### config.mk
export PLATFORM = sky130hd
export DESIGN_NAME = mw_stage_flat
export DESIGN_NICKNAME = d
export VERILOG_FILES = /design/src/rtl/mw_if.sv /design/src/rtl/mw_stage.sv /design/src/flat_wrapper.sv
export SDC_FILE = /design/constraint.sdc
export NUM_CORES = 1
export LEC_CHECK = 0
export CAP_MARGIN = 10
export CORE_ASPECT_RATIO = 0.5
export CORE_MARGIN = 4
export CORE_UTILIZATION = 48
export CTS_CLUSTER_DIAMETER = 60
export DETAILED_ROUTE_END_ITERATION = 6
export GPL_TIMING_DRIVEN = 0
export HOLD_SLACK_MARGIN = 0.06
export PLACE_DENSITY = 0.81
export SKIP_CTS_REPAIR_TIMING = 1
export SYNTH_ARGS = -nofsm -noshare
export SYNTH_HDL_FRONTEND = slang
export SYNTH_SLANG_ARGS = --single-unit
### constraint.sdc
create_clock -name clk -period 2.2 [get_ports clk]
set_input_delay 0.22 -clock clk [delete_from_list [all_inputs] [get_ports clk]]
set_output_delay 0.22 -clock clk [all_outputs]
set_load 0.01 [all_outputs]
### src/rtl/mw_if.sv
// EX-to-MW result bus plus the MW memory-write and writeback outputs.
// Signal names match the stage's external port list.
interface mw_if #(
  parameter int CNT_W = 16
);
  logic             ex_v;
  logic             ex_we;
  logic [31:0]      ex_addr;
  logic [31:0]      ex_aluval;
  logic [31:0]      ex_cc;
  logic [31:0]      ex_newcc;
  logic [31:0]      ex_ccw;
  logic [7:0]       ex_modrm;
  logic             write_finished;
  logic             mw_stall;
  logic             mem_we;
  logic [31:0]      mem_addr;
  logic [31:0]      mem_wdata;
  logic             rf_we;
  logic [2:0]       rf_idx;
  logic [31:0]      rf_data;
  logic             cc_we;
  logic [31:0]      cc_out;
  logic [CNT_W-1:0] retire_cnt;
  logic             mw_err;

  // Handshake: an EX result is taken on any posedge where ex_v=1 and
  // mw_stall=0; while mw_stall=1 upstream holds its ex_* values unchanged.
  modport slave (
    input  ex_v, ex_we, ex_addr, ex_aluval, ex_cc, ex_newcc, ex_ccw, ex_modrm,
           write_finished,
    output mw_stall, mem_we, mem_addr, mem_wdata, rf_we, rf_idx, rf_data,
           cc_we, cc_out, retire_cnt, mw_err
  );

  modport master (
    output ex_v, ex_we, ex_addr, ex_aluval, ex_cc, ex_newcc, ex_ccw, ex_modrm,
           write_finished,
    input  mw_stall, mem_we, mem_addr, mem_wdata, rf_we, rf_idx, rf_data,
           cc_we, cc_out, retire_cnt, mw_err
  );
endinterface

### src/rtl/mw_stage.sv
// Memory-write stage: issues data writes, does register/flag writeback,
// stalls upstream during outstanding writes and counts retirements.
module mw_stage #(
  parameter int TIMEOUT = 64,
  parameter int CNT_W   = 16
) (
  input  logic clk,
  input  logic r,
  mw_if.slave  bus,
  output logic [1:0] state_o
);
  typedef enum logic [1:0] {ST_IDLE = 2'd0, ST_WRITE = 2'd1, ST_ERR = 2'd2} state_t;
  localparam int TW = $clog2(TIMEOUT);

  state_t           state_q, state_d;
  logic [TW-1:0]    tmo_q, tmo_d;
  logic             mem_we_q, mem_we_d;
  logic [31:0]      mem_addr_q, mem_addr_d, mem_wdata_q, mem_wdata_d;
  logic             rf_we_q, rf_we_d;
  logic [2:0]       rf_idx_q, rf_idx_d;
  logic [31:0]      rf_data_q, rf_data_d;
  logic             cc_we_q, cc_we_d;
  logic [31:0]      cc_out_q, cc_out_d;
  logic [CNT_W-1:0] cnt_q, cnt_d;
  logic             err_q, err_d;
  // Flag result of the in-flight memory write, retired on completion.
  logic             pend_ccwe_q, pend_ccwe_d;
  logic [31:0]      pend_cc_q, pend_cc_d;
  // One-deep slot for a non-mem instruction whose retire edge is taken.
  logic             dfr_v_q, dfr_v_d, dfr_rfwe_q, dfr_rfwe_d, dfr_ccwe_q, dfr_ccwe_d;
  logic [2:0]       dfr_idx_q, dfr_idx_d;
  logic [31:0]      dfr_data_q, dfr_data_d, dfr_cc_q, dfr_cc_d;

  logic        stall, capture, is_mem, is_reg, new_ccwe, retire_mem;
  logic [31:0] merged;
  logic        unused_modrm;

  assign stall      = ((state_q == ST_WRITE) && !bus.write_finished) || (state_q == ST_ERR);
  assign capture    = bus.ex_v && !stall && !r;
  assign is_mem     = bus.ex_we && (bus.ex_modrm[7:6] != 2'b11);
  assign is_reg     = bus.ex_we && (bus.ex_modrm[7:6] == 2'b11);
  assign merged     = (bus.ex_cc & ~bus.ex_ccw) | (bus.ex_newcc & bus.ex_ccw);
  assign new_ccwe   = |bus.ex_ccw;
  assign retire_mem = (state_q == ST_WRITE) && bus.write_finished;
  assign unused_modrm = ^bus.ex_modrm[5:3];

  always_comb begin
    state_d = state_q;         tmo_d = tmo_q;
    mem_we_d = mem_we_q;       mem_addr_d = mem_addr_q;   mem_wdata_d = mem_wdata_q;
    rf_we_d = 1'b0;            rf_idx_d = rf_idx_q;       rf_data_d = rf_data_q;
    cc_we_d = 1'b0;            cc_out_d = cc_out_q;
    cnt_d = cnt_q;             err_d = err_q;
    pend_ccwe_d = pend_ccwe_q; pend_cc_d = pend_cc_q;
    dfr_v_d = dfr_v_q;         dfr_rfwe_d = dfr_rfwe_q;   dfr_ccwe_d = dfr_ccwe_q;
    dfr_idx_d = dfr_idx_q;     dfr_data_d = dfr_data_q;   dfr_cc_d = dfr_cc_q;

    case (state_q)
      ST_WRITE: begin
        if (bus.write_finished) begin
          mem_we_d = 1'b0;
          state_d  = ST_IDLE;
        end else if (tmo_q == TW'(TIMEOUT - 1)) begin
          mem_we_d = 1'b0;
          state_d  = ST_ERR;
          err_d    = 1'b1;
        end else begin
          tmo_d = tmo_q + 1'b1;
        end
      end
      default: ;
    endcase

    // At most one retirement per edge: completing write, then deferred slot.
    if (retire_mem) begin
      cc_we_d  = pend_ccwe_q;
      cc_out_d = pend_cc_q;
      cnt_d    = cnt_q + 1'b1;
    end else if (dfr_v_q) begin
      rf_we_d  = dfr_rfwe_q;
      if (dfr_rfwe_q) begin
        rf_idx_d  = dfr_idx_q;
        rf_data_d = dfr_data_q;
      end
      cc_we_d  = dfr_ccwe_q;
      cc_out_d = dfr_cc_q;
      cnt_d    = cnt_q + 1'b1;
      dfr_v_d  = 1'b0;
    end

    if (capture) begin
      if (is_mem) begin
        state_d     = ST_WRITE;
        tmo_d       = '0;
        mem_we_d    = 1'b1;
        mem_addr_d  = bus.ex_addr;
        mem_wdata_d = bus.ex_aluval;
        pend_ccwe_d = new_ccwe;
        pend_cc_d   = merged;
      end else if (retire_mem || dfr_v_q) begin
        dfr_v_d    = 1'b1;
        dfr_rfwe_d = is_reg;
        dfr_idx_d  = bus.ex_modrm[2:0];
        dfr_data_d = bus.ex_aluval;
        dfr_ccwe_d = new_ccwe;
        dfr_cc_d   = merged;
      end else begin
        rf_we_d = is_reg;
        if (is_reg) begin
          rf_idx_d  = bus.ex_modrm[2:0];
          rf_data_d = bus.ex_aluval;
        end
        cc_we_d  = new_ccwe;
        cc_out_d = merged;
        cnt_d    = cnt_q + 1'b1;
      end
    end
  end

  always_ff @(posedge clk) begin
    if (r) begin
      state_q <= ST_IDLE;  tmo_q <= '0;
      mem_we_q <= 1'b0;    mem_addr_q <= '0;  mem_wdata_q <= '0;
      rf_we_q <= 1'b0;     rf_idx_q <= '0;    rf_data_q <= '0;
      cc_we_q <= 1'b0;     cc_out_q <= '0;    cnt_q <= '0;    err_q <= 1'b0;
      pend_ccwe_q <= 1'b0; pend_cc_q <= '0;
      dfr_v_q <= 1'b0;     dfr_rfwe_q <= 1'b0; dfr_ccwe_q <= 1'b0;
      dfr_idx_q <= '0;     dfr_data_q <= '0;   dfr_cc_q <= '0;
    end else begin
      state_q <= state_d;  tmo_q <= tmo_d;
      mem_we_q <= mem_we_d; mem_addr_q <= mem_addr_d; mem_wdata_q <= mem_wdata_d;
      rf_we_q <= rf_we_d;  rf_idx_q <= rf_idx_d;  rf_data_q <= rf_data_d;
      cc_we_q <= cc_we_d;  cc_out_q <= cc_out_d;  cnt_q <= cnt_d;  err_q <= err_d;
      pend_ccwe_q <= pend_ccwe_d; pend_cc_q <= pend_cc_d;
      dfr_v_q <= dfr_v_d;  dfr_rfwe_q <= dfr_rfwe_d; dfr_ccwe_q <= dfr_ccwe_d;
      dfr_idx_q <= dfr_idx_d; dfr_data_q <= dfr_data_d; dfr_cc_q <= dfr_cc_d;
    end
  end

  assign bus.mw_stall   = stall;
  assign bus.mem_we     = mem_we_q;
  assign bus.mem_addr   = mem_addr_q;
  assign bus.mem_wdata  = mem_wdata_q;
  assign bus.rf_we      = rf_we_q;
  assign bus.rf_idx     = rf_idx_q;
  assign bus.rf_data    = rf_data_q;
  assign bus.cc_we      = cc_we_q;
  assign bus.cc_out     = cc_out_q;
  assign bus.retire_cnt = cnt_q;
  assign bus.mw_err     = err_q;
  assign state_o        = state_q;
endmodule
### src/flat_wrapper.sv
// flat-port wrapper written by rule: the top's interface ports become plain ports
module mw_stage_flat 
#(
  parameter int TIMEOUT = 64,
  parameter int CNT_W   = 16
)
  (clk, r, state_o, bus_ex_v, bus_ex_we, bus_ex_addr, bus_ex_aluval, bus_ex_cc, bus_ex_newcc, bus_ex_ccw, bus_ex_modrm, bus_write_finished, bus_mw_stall, bus_mem_we, bus_mem_addr, bus_mem_wdata, bus_rf_we, bus_rf_idx, bus_rf_data, bus_cc_we, bus_cc_out, bus_retire_cnt, bus_mw_err);
  mw_if #(.CNT_W(CNT_W)) bus_i ();
  input  logic clk;
  input  logic r;
  output logic [1:0] state_o;
  input wire logic [$bits(bus_i.ex_v)-1:0] bus_ex_v;
  input wire logic [$bits(bus_i.ex_we)-1:0] bus_ex_we;
  input wire logic [$bits(bus_i.ex_addr)-1:0] bus_ex_addr;
  input wire logic [$bits(bus_i.ex_aluval)-1:0] bus_ex_aluval;
  input wire logic [$bits(bus_i.ex_cc)-1:0] bus_ex_cc;
  input wire logic [$bits(bus_i.ex_newcc)-1:0] bus_ex_newcc;
  input wire logic [$bits(bus_i.ex_ccw)-1:0] bus_ex_ccw;
  input wire logic [$bits(bus_i.ex_modrm)-1:0] bus_ex_modrm;
  input wire logic [$bits(bus_i.write_finished)-1:0] bus_write_finished;
  output wire logic [$bits(bus_i.mw_stall)-1:0] bus_mw_stall;
  output wire logic [$bits(bus_i.mem_we)-1:0] bus_mem_we;
  output wire logic [$bits(bus_i.mem_addr)-1:0] bus_mem_addr;
  output wire logic [$bits(bus_i.mem_wdata)-1:0] bus_mem_wdata;
  output wire logic [$bits(bus_i.rf_we)-1:0] bus_rf_we;
  output wire logic [$bits(bus_i.rf_idx)-1:0] bus_rf_idx;
  output wire logic [$bits(bus_i.rf_data)-1:0] bus_rf_data;
  output wire logic [$bits(bus_i.cc_we)-1:0] bus_cc_we;
  output wire logic [$bits(bus_i.cc_out)-1:0] bus_cc_out;
  output wire logic [$bits(bus_i.retire_cnt)-1:0] bus_retire_cnt;
  output wire logic [$bits(bus_i.mw_err)-1:0] bus_mw_err;
  assign bus_i.ex_v = bus_ex_v;
  assign bus_i.ex_we = bus_ex_we;
  assign bus_i.ex_addr = bus_ex_addr;
  assign bus_i.ex_aluval = bus_ex_aluval;
  assign bus_i.ex_cc = bus_ex_cc;
  assign bus_i.ex_newcc = bus_ex_newcc;
  assign bus_i.ex_ccw = bus_ex_ccw;
  assign bus_i.ex_modrm = bus_ex_modrm;
  assign bus_i.write_finished = bus_write_finished;
  assign bus_mw_stall = bus_i.mw_stall;
  assign bus_mem_we = bus_i.mem_we;
  assign bus_mem_addr = bus_i.mem_addr;
  assign bus_mem_wdata = bus_i.mem_wdata;
  assign bus_rf_we = bus_i.rf_we;
  assign bus_rf_idx = bus_i.rf_idx;
  assign bus_rf_data = bus_i.rf_data;
  assign bus_cc_we = bus_i.cc_we;
  assign bus_cc_out = bus_i.cc_out;
  assign bus_retire_cnt = bus_i.retire_cnt;
  assign bus_mw_err = bus_i.mw_err;
  mw_stage #(.TIMEOUT(TIMEOUT), .CNT_W(CNT_W)) u_core (.clk(clk), .r(r), .bus(bus_i), .state_o(state_o));
endmodule
Yosys cells after proc, flatten, opt, wreduce, memory -nomap -nowiden
Index checks and enable logic that the tools add are counted.
{"block": "word_totals", "regBits": 262, "input_bits": 173, "output_inout_bits": 154, "elab_cells": 101}
{"block": "classes", "add_sub_neg": 2, "eq_ne": 5, "n_mux": 53, "n_bitwise": 6, "reduce_logical": 15}
{"op": "$mux W32", "n": 12}
{"op": "$mux W16", "n": 5}
{"op": "$and A32 B32 Y32", "n": 2}
{"op": "$not A32 Y32", "n": 1}
{"op": "$or A32 B32 Y32", "n": 1}
{"op": "$reduce_or A32 Y1", "n": 1}
{"op": "$mux W6", "n": 5}
{"op": "$mux W3", "n": 7}
{"op": "$mux W1", "n": 19}
{"op": "$add A16 B1 Y16 const B", "n": 1}
{"op": "$mux W2", "n": 5}
{"op": "$add A6 B1 Y6 const B", "n": 1}
{"op": "$eq A6 B6 Y1 const B", "n": 1}
{"op": "$logic_and A1 B1 Y1", "n": 6}
{"op": "$reduce_and A3 Y1", "n": 2}
{"op": "$eq A2 B2 Y1 const B", "n": 2}
{"op": "$logic_not A1 Y1", "n": 3}
{"op": "$eq A2 B1 Y1 const B", "n": 1}
{"op": "$logic_or A1 B1 Y1", "n": 2}
{"op": "$ne A2 B2 Y1 const B", "n": 1}
{"op": "$not A1 Y1", "n": 2}
{"op": "$reduce_and A2 Y1", "n": 1}

Logic depth before layout (Yosys ltp)
Gate-level depths: netlist of run 1.
{"block": "logic_depth", "depth_word": 7, "mapped_depth": 9, "depth_no_buf": 5}

Worst setup path after synthesis of run 1
Ideal clock, no wire load.
{"block": "synth_timing", "path_kind": "register to register", "startpoint": "register u_core.state_q[1], in the netlist u_core.state_o[1]", "endpoint": "register u_core.cnt_q[14], in the netlist u_core.bus.retire_cnt[14]", "t_arrival_ns": 1.777, "required_ns": 2.079, "setup_slack_ns": 0.302, "path_stages_with_launch": 9, "path_buffers": 4, "cell_sequence": "dfxtp_1 -> buf_4 -> and3b_1 -> buf_2 -> nor2_1 -> buf_4 -> buf_6 -> a2111oi_4 -> mux2_2"}
{"block": "synth_via", "elab_chain_cells": 7, "word_cells_on_any_way": 13, "cone_classes": "eq/ne: 2; mux: 4; reduce/logical: 7"}
{"element": "from (decl)", "line_no": "mw_stage.sv:15", "text": "state_t state_q, state_d;"}
{"element": "from (signal assigned)", "line_no": "mw_stage.sv:129", "text": "state_q <= state_d; tmo_q <= tmo_d;"}
{"element": "parallel branches: the longest is 6 deep, another holds $mux W16"}
{"element": "$mux W16 *", "line_no": "mw_stage.sv:90", "text": "if (capture) begin"}
{"element": "to (signal assigned)", "line_no": "mw_stage.sv:132", "text": "cc_we_q <= cc_we_d; cc_out_q <= cc_out_d; cnt_q <= cnt_d; err_q <= err_d;"}
{"element": "to (decl)", "line_no": "mw_stage.sv:24", "text": "logic [CNT_W-1:0] cnt_q, cnt_d;"}
Every way passes the cells marked *.
A chain may end at the register's enable or synchronous reset.

Worst setup path in the final report of run 1
{"block": "layout_timing", "startpoint": "register u_core.state_q[1], in the netlist u_core.state_o[1]", "endpoint": "register u_core.cnt_q[11], in the netlist u_core.bus.retire_cnt[11]"}
The elaborated chain is that of the path after synthesis.

==> results.txt, run 1 <==
Status -> complete, but fails checks
Failing checks -> design-rule violations
CP endpoint kind -> register
F_max -> 0.4697 GHz
Post-synth ARST share -> 0%
CTS tree -> done
TritonCTS Buffers -> 24
Area Growth Syn to Fin -> 40.69%
Period utilisation layout -> 96.78%
Drt first pass iters -> 7
Final GP Congestion -> 0.8914
Worst relative slew slack -> 50.02%
Final core utilization -> 68.84%
Initial antenna violation count -> 0
CP required -> 2.63 ns
Largest cells by area after synthesis -> dfxtp_1 47%, mux2i_1 9.0%, a21oi_1 6.9%
WL per Instance -> 20.68 um
Vias in the first global route -> 11.22k
Routed vias/inst -> 6.020
First-pass GRT wire length -> 60.97 mm
Chip width -> 223.8 um
Post-synth EDFFs -> 0
Initial core utilization -> 48.93%
CTS Sinks -> 262
Worst Path Buf+Inv -> 3
# Max-Cap Violations -> 0
Delay-heaviest family, CP -> buffers and inverters
Synthesized area per cell -> 8.960 um2
Synth cell count leaders -> 262 x dfxtp_1, 154 x a21oi_1, 145 x nand2_1
H-Tree Depth -> 1
Grt total ovfl -> 0
Chip Height -> 115.9 um
Sequential area share after synthesis -> 46.94%
Post-Syn Area -> 11170 um2
Syn Nets -> 1422
Critical path, cell by cell -> buf_4, and3b_1, buf_2, nor2_2, buf_6, a2111oi_1, mux2_2
FF/Latch Area -> 5246 um2
Layout cells sized above 1 -> 8.803%
Post-route ant nets -> 0
Max-slew violation count -> 0
Crit path launch type -> register
Nets -> 1771
Critical path type -> register to register
Tmin final -> 2.129 ns
Final setup fails -> 0
Multi-input logic area -> 5346 um2
N_diodes -> 0
CTS Root Cell -> clkbuf_16
Final worst clock skew -> 0.01371 ns
Worst-path fanout max -> 10
Worst Max-Slew Pin Slew -> 0.7496 ns
Yosys warning count -> 0
FILL cells -> 1743
Slowest-stage cell, CP -> a2111oi_1
IO Port Bufs -> 322
Via Count -> 11.56k
Most used DFF post-synth -> dfxtp_1
Power per cell area -> 688.4 nW/um2
Mapped Cells -> 1247
Post-detail-place hpwl -> 29.15 mm
Arr. time, crit path -> 2.56 ns
Fin. Hold Viols -> 0
Final wirelength -> 39.70 mm
Post-synth top area cell -> dfxtp_1
Rows -> 39
CP max stage delay -> 0.48 ns
Worst vdd ir -> 0.5274 mV
# placed instances -> 1876
Most frequent cell after synthesis -> dfxtp_1
All-Layer GR Usage -> 28.96%
Clk buf depth -> 3
Largest net degree at the start of global routing -> 18
Clk slew on worst S/H paths -> 0.07 ns
Register bit total from synthesis -> 262
Die ar. -> 25930 um2
Netlist cell types -> 53
Drt drc -> 2
Top-level port count -> 327
Leak -> 0.005603 uW
Worst hold path class -> input port to register
Post-route insts no fill -> 1920
Core area -> 22840 um2
Yosys top cell area share -> 46.94%
Initial DRC Count -> 1307
Clock Latency Late Sink -> 0.55 ns
Worst hold slack -> 0.1548 ns
sequential cells by signal, indices dropped and copies added, names as in the netlist, 6 cells and up:
register	flops
u_core.bus.cc_out	32
u_core.bus.mem_addr	32
u_core.bus.mem_wdata	32
u_core.bus.retire_cnt	16
u_core.bus.rf_data	32
u_core.dfr_cc_q	32
u_core.dfr_data_q	32
u_core.pend_cc_q	32
u_core.tmo_q	6
cells by family after synthesis:
family	synth area share, %
buffers and inverters	5.454
AOI/OAI and AO/OA	21.68
xor gates and xnor gates	0.2352
and+or+nand+nor	15.20
adders and majority gates	0.2239
DFF	46.94
muxes	10.27
worst min-delay path, stage by stage:
cell,delay [ns]
buf_2,0.18
nor2b_1,0.13
mux2_2,0.14
worst paths after layout:
path | from | end | slack, ns | depth (start not counted)
setup / recovery | u_core.state_o[1]$_SDFF_PP0_ | u_core.bus.retire_cnt[11]$_SDFF_PP0_ | 0.07 | 7
hold / removal | r | u_core.bus.retire_cnt[6]$_SDFF_PP0_ | 0.15 | 3
setup reg to reg | u_core.state_o[1]$_SDFF_PP0_ | u_core.bus.retire_cnt[11]$_SDFF_PP0_ | 0.07 | 7
hold reg to reg | u_core.bus.mem_addr[0]$_SDFFE_PP0P_ | u_core.bus.mem_addr[0]$_SDFFE_PP0P_ | 0.45 | 2
routing by layer:
metal	part of all wire (%)	track usage (%)	vias up	wire, um
met1	40	37.17	5518	16080
li1	-	-	5249	-
met5	0	0	-	0
met3	8.5	5.442	111	3360
met4	3.3	8.330	0	1316
met2	48	50.68	681	18950
report_power, final:
part / switching (uW) / internal (uW) / total, uW
combinational: 707 / 657 / 1360
sequential: 85.0 / 4870 / 4960
clock: 1920 / 2580 / 4500
through the flow:
step | power, uW | setup slack, ns | instance area [um2] | setup TNS, ns
4_1_cts | 10790 | -0.2435 | 15620 | -10.57
3_3_place_gp | 6347 | -0.5080 | 14780 | -69.91
2_1_floorplan | 5610 | 0.3019 | 11170 | 0
5_1_grt | 11120 | -0.01849 | 15720 | -0.05697
3_5_place_dp | 6386 | -0.5714 | 14780 | -79.02
6_report | 10820 | 0.07088 | 15720 | 0
final cells by class:
type                    instances  share of cell area [%]
flip-flops and latches        262                   33.37
inverters                       7                  0.1671
well taps                     307                   2.443
clock inverters                12                  0.9790
plain buffers                 122                   3.956
repair buffers                324                   20.69
multi-input cells             855                   34.01
clock buffers                  31                   4.378
layout by cell type (no fill, tap or decap), types with 4 or more instances in the layout:
cell,Yosys,routed
a211oi_1,102,101
clkbuf_2,0,10
buf_6,2,5
o21ai_1,5,5
clkdlybuf4s50_1,0,321
inv_1,7,7
nand4_1,6,6
nand3_1,44,44
nor4_1,8,8
or3_1,8,8
clkbuf_4,3,9
mux2_2,13,13
a221oi_1,24,24
mux2i_1,100,100
and3_1,5,5
clkbuf_16,0,25
nor2b_1,12,12
buf_2,43,37
a311oi_1,26,26
nand2b_1,5,5
o221ai_1,9,9
dfxtp_1,262,261
clkbuf_1,63,54
nor2_1,79,77
o21ai_0,35,35
a2111oi_1,4,4
nand2_1,145,145
a21oi_1,154,154
clkbuf_8,0,4
nor3_1,38,38
buf_4,11,10
Note: power is estimated with default switching activity, not from simulation.
==> inputs of run 2 (changes only) <==
--- a/config.mk
+++ b/config.mk
@@ -10,8 +10,9 @@
 export CORE_MARGIN = 4
 export CORE_UTILIZATION = 48
 export CTS_CLUSTER_DIAMETER = 60
+export CTS_CLUSTER_SIZE = 16
 export DETAILED_ROUTE_END_ITERATION = 6
-export GPL_TIMING_DRIVEN = 0
+export GPL_TIMING_DRIVEN = 1
 export HOLD_SLACK_MARGIN = 0.06
 export PLACE_DENSITY = 0.81
 export SKIP_CTS_REPAIR_TIMING = 1
==> run 2 against run 1 <==
Net effect: the flow now finishes without violations; clock skew decreased by 0.0040 ns; non-clock buffer count shrank 75; global-route usage down 4.0 points; critical path type unchanged.
==> results.txt, run 2 (synthesized netlist as in run 1, its figures left out) <==
Worst Max-Slew Pin Slew -> 0.9860 ns (was 0.7496 ns)
CTS Root Cell -> clkbuf_16 (unchanged)
Overall power -> 9644 uW (was 10820 uW)
Post-detail-place hpwl -> 23.26 mm (was 29.15 mm)
Top-level port count -> 327 (unchanged)
Die ar. -> 25930 um2 (unchanged)
WL per Instance -> 18.76 um (was 20.68 um)
CP endpoint kind -> register (unchanged)
Worst vdd ir -> 0.3603 mV (was 0.5274 mV)
Area Growth Syn to Fin -> 38.22% (was 40.69%)
Chip width -> 223.8 um (unchanged)
Fin. Hold Viols -> 0 (unchanged)
Crit path launch type -> register (unchanged)
IO Port Bufs -> 323 (was 322)
H-Tree Depth -> 1 (unchanged)
Final setup fails -> 0 (unchanged)
Worst hold path class -> input port to register (unchanged)
Clk slew on worst S/H paths -> 0.07 ns (about the same)
CTS Sinks -> 262 (unchanged)
Grt total ovfl -> 0 (unchanged)
Final GP Congestion -> 0.8561 (was 0.8914)
Drt drc -> 0 (was 2)
Initial DRC Count -> 885 (was 1307)
R2R Setup Slk -> 0.26 ns (was 0.07 ns)
Via Count -> 10.71k (was 11.56k)
Post-route insts no fill -> 1824 (was 1920)
Power per cell area -> 624.5 nW/um2 (was 688.4 nW/um2)
Initial antenna violation count -> 0 (unchanged)
First-pass GRT wire length -> 53.88 mm (was 60.97 mm)
Post-route ant nets -> 0 (unchanged)
RSZ-0062 raised after global routing -> no
Clock Latency Late Sink -> 0.51 ns (was 0.55 ns)
CTS tree -> done (unchanged)
TritonCTS Buffers -> 20 (was 24)
Status -> complete, no violations (was complete, but fails checks)
Drt first pass iters -> 5 (was 7)
Final worst clock skew -> 0.009699 ns (was 0.01371 ns)
Routed vias/inst -> 5.873 (was 6.020)
Arr. time, crit path -> 2.35 ns (was 2.56 ns)
Vias in the first global route -> 10.61k (was 11.22k)
Largest net degree at the start of global routing -> 223 (was 18)
Period utilisation layout -> 87.97% (was 96.78%)
Layout cells sized above 1 -> 6.856% (was 8.803%)
Clk buf depth -> 3 (unchanged)
N_diodes -> 0 (unchanged)
Slowest-stage cell, CP -> or3b_4 (was a2111oi_1)
Tmin final -> 1.935 ns (was 2.129 ns)
CP max stage delay -> 0.43 ns (was 0.48 ns)
# Max-Cap Violations -> 0 (unchanged)
Commonest non-fill, non-tap cells in the layout -> 321 x clkdlybuf4s50_1, 259 x dfxtp_1, 154 x a21oi_1, 145 x nand2_1, 102 x a211oi_1 (was 321 x clkdlybuf4s50_1, 261 x dfxtp_1, 154 x a21oi_1, 145 x nand2_1, 101 x a211oi_1)
Leak -> 0.005395 uW (was 0.005603 uW)
Core area -> 22840 um2 (unchanged)
Max-slew violation count -> 0 (unchanged)
F_max -> 0.5167 GHz (was 0.4697 GHz)
Critical path type -> register to register (unchanged)
Initial core utilization -> 48.93% (unchanged)
Nets -> 1692 (was 1771)
CP required -> 2.62 ns (was 2.63 ns)
Final wirelength -> 34.22 mm (was 39.70 mm)
All-Layer GR Usage -> 24.91% (was 28.96%)
Worst relative slew slack -> 34.26% (was 50.02%)
Chip Height -> 115.9 um (unchanged)
Rows -> 39 (unchanged)
Critical path, cell by cell -> or3b_4, buf_4, nand4_1, buf_12, nand2_1, a21oi_1 (was buf_4, and3b_1, buf_2, nor2_2, buf_6, a2111oi_1, mux2_2)
Most common cell after layout, fill and taps aside -> clkdlybuf4s50_1 (unchanged)
# placed instances -> 1802 (was 1876)
Worst-path fanout max -> 64 (was 10)
-- run 2: changes by cell type in the layout (fill, tap and decap cells not counted), sizes merged --
cell | previous run | this run
clkbuf | 102 | 22
buf | 53 | 48
clkinv | 5 | 0
bufinv | 3 | 0
clkinvlp | 3 | 0
-- run 2: stage by stage --
step | setup WS (ns) | setup TNS [ns] | hold slack [ns] | utilization (%) | cell area [um2]
global placement | 0.01468 | 0 | 0.4381 | 65.25 | 14900
CTS | -0.1808 | -0.1808 | 0.2365 | 67.60 | 15440
finish | 0.2647 | 0 | 0.2592 | 67.63 | 15440
floorplan | 0.3019 | 0 | 0.3560 | - | 11170
global route | 0.1353 | 0 | 0.2436 | 67.63 | 15440
detailed placement | -0.04908 | -0.3072 | 0.4461 | 65.25 | 14900
-- run 2: area by class of cell --
| class | instances | area, um2 |
|---|---|---|
| Inverter | 7 | 26.28 |
| Timing Repair Buffer | 371 | 3887 |
| Clock inverter | 1 | 11.26 |
| Fill cell | 1771 | 7393 |
| Sequential cell | 262 | 5249 |
| Tap cell | 307 | 384.1 |
| Clock buffer | 21 | 525.5 |
| Multi-Input combinational cell | 855 | 5360 |
-- run 2: path summary, 6_finish.rpt --
kind,depth (start not counted),start,endpoint
setup / recovery,6,u_core.state_o[1]$_SDFF_PP0_,u_core.bus.mem_wdata[24]$_SDFFE_PP0P_
hold / removal,3,bus_ex_addr[7],u_core.bus.mem_addr[7]$_SDFFE_PP0P_
setup reg to reg,6,u_core.state_o[1]$_SDFF_PP0_,u_core.bus.mem_wdata[24]$_SDFFE_PP0P_
hold reg to reg,2,u_core.bus.mem_addr[14]$_SDFFE_PP0P_,u_core.bus.mem_addr[14]$_SDFFE_PP0P_
-- run 2: critical path: cells and delay by family, from the launching register on --
kind,cells,cell delay [ns]
DFF,1,0.39
AOI/OAI and AO/OA,1,0.24
and+or+nand+nor,3,0.74
buffers and inverters,2,0.47
-- run 2: metal layers --
| metal | wire (um) | GRT usage (%) |
|---|---|---|
| met1 | 13900 | 30.32 |
| met2 | 16890 | 44.64 |
| met3 | 2209 | 4.809 |
| met4 | 1216 | 9.151 |
| met5 | 0 | 0 |
-- run 2: power by group --
part           total, uW  internal, uW  switching [uW]
Sequential          4950          4870            80.6
Combinational       1320           683             642
Clock               3370          1700            1670
